## config.mk

```make
export PLATFORM = sky130hd
export DESIGN_NAME = pipe_latch_skid_flat
export DESIGN_NICKNAME = d
export VERILOG_FILES = /design/src/rtl/pipe_latch_skid_if.sv /design/src/rtl/pipe_latch_skid.sv /design/src/flat_wrapper.sv
export SDC_FILE = /design/constraint.sdc
export NUM_CORES = 1
export LEC_CHECK = 0
export CAP_MARGIN = 0
export CORE_MARGIN = 4
export CORE_UTILIZATION = 26
export DETAILED_ROUTE_END_ITERATION = 8
export GPL_TIMING_DRIVEN = 0
export HOLD_SLACK_MARGIN = 0.05
export PLACE_DENSITY = 0.59
export SLEW_MARGIN = 10
export SYNTH_ARGS = -nofsm -noshare
export SYNTH_HDL_FRONTEND = slang
export SYNTH_SLANG_ARGS = --single-unit
```

## constraint.sdc

```tcl
create_clock -name clk -period 13.35 [get_ports clk]
set_input_delay 2.0025 -clock clk [delete_from_list [all_inputs] [get_ports clk]]
set_output_delay 2.0025 -clock clk [all_outputs]
set_load 0.02 [all_outputs]
```

## src/rtl/pipe_latch_skid_if.sv

```systemverilog
// Handshake/data bundle for one pipe_latch_skid stage boundary.
//   slave  : the latch side (consumes pc_in/ir_in, presents pc_out/ir_out)
//   master : the surrounding stages (upstream producer + downstream consumer)
// Signals:
//   in_valid/in_ready/pc_in/ir_in      upstream handshake and payload
//   flush                              drop held entries and current input
//   out_valid/out_ready/pc_out/ir_out  downstream handshake and payload
//   occupancy                          held entries, 0..2
//   stall_count                        saturating back-pressure edge count
interface pipe_latch_skid_if #(
    parameter int PC_WIDTH  = 32,
    parameter int IR_WIDTH  = 32,
    parameter int CNT_WIDTH = 16
);
    logic                 in_valid;
    logic                 in_ready;
    logic [PC_WIDTH-1:0]  pc_in;
    logic [IR_WIDTH-1:0]  ir_in;
    logic                 flush;
    logic                 out_valid;
    logic                 out_ready;
    logic [PC_WIDTH-1:0]  pc_out;
    logic [IR_WIDTH-1:0]  ir_out;
    logic [1:0]           occupancy;
    logic [CNT_WIDTH-1:0] stall_count;

    modport slave (
        input  in_valid, pc_in, ir_in, flush, out_ready,
        output in_ready, out_valid, pc_out, ir_out, occupancy, stall_count
    );

    modport master (
        output in_valid, pc_in, ir_in, flush, out_ready,
        input  in_ready, out_valid, pc_out, ir_out, occupancy, stall_count
    );
endinterface

```

## src/rtl/pipe_latch_skid.sv

```systemverilog
// Pipeline-stage latch for a PC/instruction pair with a two-entry skid
// buffer. All state changes on the falling edge of clk; reset is
// asynchronous active-high. in_ready and out_valid come from registered
// state only, so out_ready/flush never reach them combinationally.
// Ports:
//   clk    stage clock (falling-edge active)
//   reset  asynchronous active-high clear
//   bus    pipe_latch_skid_if.slave (handshakes, payload, flush, status)
module pipe_latch_skid #(
    parameter int                PC_WIDTH  = 32,
    parameter int                IR_WIDTH  = 32,
    parameter logic [IR_WIDTH-1:0] NOP_IR  = {IR_WIDTH{1'b0}},
    parameter int                CNT_WIDTH = 16
) (
    input  logic             clk,
    input  logic             reset,
    pipe_latch_skid_if.slave bus
);
    // Encoding equals the number of held entries, so occupancy is the state.
    typedef enum logic [1:0] {EMPTY = 2'd0, ONE = 2'd1, FULL = 2'd2} state_t;

    state_t               state, state_nxt;
    logic [PC_WIDTH-1:0]  head_pc, skid_pc;
    logic [IR_WIDTH-1:0]  head_ir, skid_ir;
    logic [CNT_WIDTH-1:0] stall_cnt;
    logic                 accept, drain;
    logic                 load_head_in, load_head_skid, load_skid;

    assign accept = bus.in_valid & bus.in_ready;
    assign drain  = bus.out_valid & bus.out_ready;

    // State register
    always_ff @(negedge clk or posedge reset) begin
        if (reset) state <= EMPTY;
        else       state <= state_nxt;
    end

    // Next state and datapath load selects
    always_comb begin
        state_nxt      = state;
        load_head_in   = 1'b0;
        load_head_skid = 1'b0;
        load_skid      = 1'b0;
        if (bus.flush) begin
            state_nxt = EMPTY;
        end else begin
            case (state)
                EMPTY: if (accept) begin
                    state_nxt    = ONE;
                    load_head_in = 1'b1;
                end
                ONE: begin
                    if (accept && drain) begin
                        load_head_in = 1'b1;
                    end else if (accept) begin
                        state_nxt = FULL;
                        load_skid = 1'b1;
                    end else if (drain) begin
                        state_nxt = EMPTY;
                    end
                end
                FULL: if (drain) begin
                    state_nxt      = ONE;
                    load_head_skid = 1'b1;
                end
                default: state_nxt = EMPTY;
            endcase
        end
    end

    // Outputs: payload masked by registered valid so stale data never leaks
    always_comb begin
        bus.in_ready    = (state != FULL);
        bus.out_valid   = (state != EMPTY);
        bus.pc_out      = bus.out_valid ? head_pc : '0;
        bus.ir_out      = bus.out_valid ? head_ir : NOP_IR;
        bus.occupancy   = state;
        bus.stall_count = stall_cnt;
    end

    // Head/skid payload registers
    always_ff @(negedge clk or posedge reset) begin
        if (reset) begin
            head_pc <= '0;
            head_ir <= '0;
            skid_pc <= '0;
            skid_ir <= '0;
        end else begin
            if (load_head_in) begin
                head_pc <= bus.pc_in;
                head_ir <= bus.ir_in;
            end else if (load_head_skid) begin
                head_pc <= skid_pc;
                head_ir <= skid_ir;
            end
            if (load_skid) begin
                skid_pc <= bus.pc_in;
                skid_ir <= bus.ir_in;
            end
        end
    end

    // Saturating stall counter; the flush edge counts too
    always_ff @(negedge clk or posedge reset) begin
        if (reset)
            stall_cnt <= '0;
        else if (bus.out_valid && !bus.out_ready && (stall_cnt != {CNT_WIDTH{1'b1}}))
            stall_cnt <= stall_cnt + 1'b1;
    end
endmodule

```

## src/flat_wrapper.sv

```systemverilog
// flat-port wrapper written by rule: the top's interface ports become plain ports
module pipe_latch_skid_flat 
#(
    parameter int                PC_WIDTH  = 32,
    parameter int                IR_WIDTH  = 32,
    parameter logic [IR_WIDTH-1:0] NOP_IR  = {IR_WIDTH{1'b0}},
    parameter int                CNT_WIDTH = 16
)
  (clk, reset, bus_in_valid, bus_pc_in, bus_ir_in, bus_flush, bus_out_ready, bus_in_ready, bus_out_valid, bus_pc_out, bus_ir_out, bus_occupancy, bus_stall_count);
  pipe_latch_skid_if #(.PC_WIDTH(PC_WIDTH), .IR_WIDTH(IR_WIDTH), .CNT_WIDTH(CNT_WIDTH)) bus_i ();
  input  logic clk;
  input  logic reset;
  input wire logic [$bits(bus_i.in_valid)-1:0] bus_in_valid;
  input wire logic [$bits(bus_i.pc_in)-1:0] bus_pc_in;
  input wire logic [$bits(bus_i.ir_in)-1:0] bus_ir_in;
  input wire logic [$bits(bus_i.flush)-1:0] bus_flush;
  input wire logic [$bits(bus_i.out_ready)-1:0] bus_out_ready;
  output wire logic [$bits(bus_i.in_ready)-1:0] bus_in_ready;
  output wire logic [$bits(bus_i.out_valid)-1:0] bus_out_valid;
  output wire logic [$bits(bus_i.pc_out)-1:0] bus_pc_out;
  output wire logic [$bits(bus_i.ir_out)-1:0] bus_ir_out;
  output wire logic [$bits(bus_i.occupancy)-1:0] bus_occupancy;
  output wire logic [$bits(bus_i.stall_count)-1:0] bus_stall_count;
  assign bus_i.in_valid = bus_in_valid;
  assign bus_i.pc_in = bus_pc_in;
  assign bus_i.ir_in = bus_ir_in;
  assign bus_i.flush = bus_flush;
  assign bus_i.out_ready = bus_out_ready;
  assign bus_in_ready = bus_i.in_ready;
  assign bus_out_valid = bus_i.out_valid;
  assign bus_pc_out = bus_i.pc_out;
  assign bus_ir_out = bus_i.ir_out;
  assign bus_occupancy = bus_i.occupancy;
  assign bus_stall_count = bus_i.stall_count;
  pipe_latch_skid #(.PC_WIDTH(PC_WIDTH), .IR_WIDTH(IR_WIDTH), .NOP_IR(NOP_IR), .CNT_WIDTH(CNT_WIDTH)) u_core (.clk(clk), .reset(reset), .bus(bus_i));
endmodule
```

==> results.cfg <==
[detailed_routing]
antenna_left = 0
vias = 4823
drc = 0
wl_per_cell_um = 15.9
drtIter0Drc = 185
drtPass1Iterations = 5
vias_per_cell = 4.43
wirelength_um = 17300

[worst_setup_path]
crit_required_ps = 11350
critical_path_class = register to output pin
endpoint_kind = output pin
cp_max_fo = 10
critPathArrivalTime_ps = 9520
startpoint_type = register

[layout]
nets = 815
drive_gt1_share_pct = 15.0
syn2layout_area_growth_pct = 38.9
fin_util_pct = 36.6
stdcell_area_sq_um = 9220

[power_and_ir_drop]
leakagePower_uw = 0.00372
vdd_drop_max_mv = 0.0620
swShare_pct = 27.3
seq_power_share_pct = 43.3
powerDensity_nw_per_um2 = 152
power.internal_uw = 1020
combPwrFrac_pct = 20.8
power_frac_clock_pct = 35.9
p_sw_uw = 382

[global_route]
grt_overflow = 0
grt_pass1_wl_um = 28200
gr-usage-all-layers_pct = 12.5
grt_pass1_vias = 5014
grt_max_degree = 75
antenna_found_initial = 1

[floorplanning]
start_util_pct = 26.4
core_sq_um = 25200
die_w_um = 168
die_h_um = 168
pin_count = 153
rows = 58
floorplan.die_area_sq_um = 28200

[run_status]
status = finished, final reports clean

[placed_design]
dpl_cell_area_sq_um = 8610
io_buffers = 152
place_ws_ps = 2120
hpwl_um = 11900
globalplace.congestion = 0.731

[yosys]
ys_ff_latch = 146
ys.flop_type = dfrtn_1
synthesis.nets = 643
synth_top_cell_area_share_pct = 55.0
synthArstFlopShare_pct = 100
synth_seq_area_share_pct = 55.0
synthTopCellsByCount = 146 x dfrtn_1, 68 x nor2_1, 66 x a21oi_1
synth-edff-count = 0
ys_types = 34
avgSynthCellArea_sq_um = 11.6
synth_cells = 573
yosysMostFrequentCell = dfrtn_1
synth_top_area_cell = dfrtn_1
synth_area_leaders = dfrtn_1 55%, mux2_2 11%, mux2i_1 9.7%
yosys_warnings = 0
synth_area_sq_um = 6640

[sta]
hold_violations = 0
tightest_slew_ps = 704
slew_viol_final = 0
holdWs_ps = 452
clock_skew_ps = 10.6
finalSetupTns_ps = 0
rsz0062_at_grt = false
setup_viol = 0
setup_ws_ps = 1830
slew_headroom_pct = 53.1

[clock_network]
cts_buffers = 17
cts_hold_buffers = 0
clock_latency_ps = 400
cts.sinks = 146
cts_buffer_depth = 2
htree_levels = 4
clk_pin_slew_ps = 50
post_cts_buffers = 0
cts_resized = 0
cts_root_buf = clkbuf_16
cts_tree = done

[job]
maxCapViolCount = 0

[hold_path]
hold_path.class = register to register
## cells by family (layout without fill, tap and decap cells)
family / count (synthesis) / in the layout / share of synthesized area [%]
compound gates: 74 / 74 / 5.94
xor+xnor: 14 / 14 / 1.85
fa+ha+maj: 1 / 1 / 0.188
buf+inv: 39 / 224 / 2.68
flops: 146 / 146 / 55.0
mux: 129 / 129 / 20.7
other cells: 0 / 1 / 0
simple gates: 170 / 170 / 13.6
## power by group through the flow
stage / combinational [uW] / clock, uW / sequential [uW]
6_report: 291 / 502 / 606
5_1_grt: 319 / 538 / 619
4_1_cts: 297 / 519 / 607
3_5_place_dp: 296 / 0 / 614
3_3_place_gp: 291 / 0 / 611
2_1_floorplan: 171 / 0 / 606
## registers in the layout, summed over array words and instances (netlist names)
register	cells
u_core.bus.occupancy	2
u_core.bus.stall_count	16
u_core.head_ir	32
u_core.head_pc	32
u_core.skid_ir	32
u_core.skid_pc	32
## cell type report
type	instances	area, sq um
Multi-Input combinational cell	388	2810
Tap cell	330	413
Fill cell	2477	16000
Antenna cell	1	2.50
Clock inverter	11	150
Buffer	36	166
Inverter	3	18.8
Sequential cell	146	3650
Timing Repair Buffer	153	1550
Clock buffer	21	460
## worst paths after layout
check                                                         start                             end  slack [ps]  cells after the start
worst min-delay path                 u_core.skid_pc[19]$_DFFE_NP0P_  u_core.skid_pc[19]$_DFFE_NP0P_         450                      1
max in group asynchronous                                     reset  u_core.skid_ir[15]$_DFFE_NP0P_        3940                      3
worst max-delay path            u_core.bus.occupancy[1]$_DFFE_NP0P_                  bus_pc_out[10]        1830                      5
min in group asynchronous                                     reset  u_core.head_pc[16]$_DFFE_NP0P_        8620                      2
worst max register to register  u_core.bus.occupancy[0]$_DFFE_NP0P_  u_core.head_pc[21]$_DFFE_NP0P_       11180                      5
worst min register to register       u_core.skid_pc[19]$_DFFE_NP0P_  u_core.skid_pc[19]$_DFFE_NP0P_         450                      1
## metal layers
| layer | share of wire [%] | GRT usage (%) |
|---|---|---|
| met5 | 0.040 | 0 |
| met4 | 0.95 | 3.92 |
| met3 | 4.8 | 3.15 |
| met2 | 47 | 20.2 |
| met1 | 48 | 16.6 |
## placed cells by master, fill, tap and decap left out, drive strengths merged, types with 2 or more instances in the layout
cell | netlist | final
clkinvlp | 0 | 2
inv | 3 | 6
xnor2 | 3 | 3
and2 | 64 | 64
clkbuf | 20 | 41
and3 | 3 | 3
nor3 | 3 | 3
nor2 | 68 | 68
dfrtn | 146 | 146
nor4 | 6 | 6
mux2i | 64 | 64
buf | 16 | 17
bufinv | 0 | 3
nand3 | 5 | 5
mux2 | 65 | 65
a21oi | 66 | 66
nand4 | 6 | 6
nor3b | 5 | 5
nand2 | 5 | 5
clkdlybuf4s50 | 0 | 152
clkinv | 0 | 3
a2111oi | 2 | 2
a211oi | 2 | 2
xor2 | 11 | 11
## worst max-delay path: stages, from the launching register on
cell and delay, ps:
dfrtn_1 550, or2_2 170, clkbuf_1 480, clkbuf_1 430, and2_1 220, clkdlybuf4s50_1 610
## stage by stage
stage	power (uW)	cells
floorplan	777	573
global placement	902	1055
detailed placement	910	1056
CTS	1420	1088
global route	1480	1088
finish	1400	1089
No activity file was read; power rests on OpenSTA's default activity.
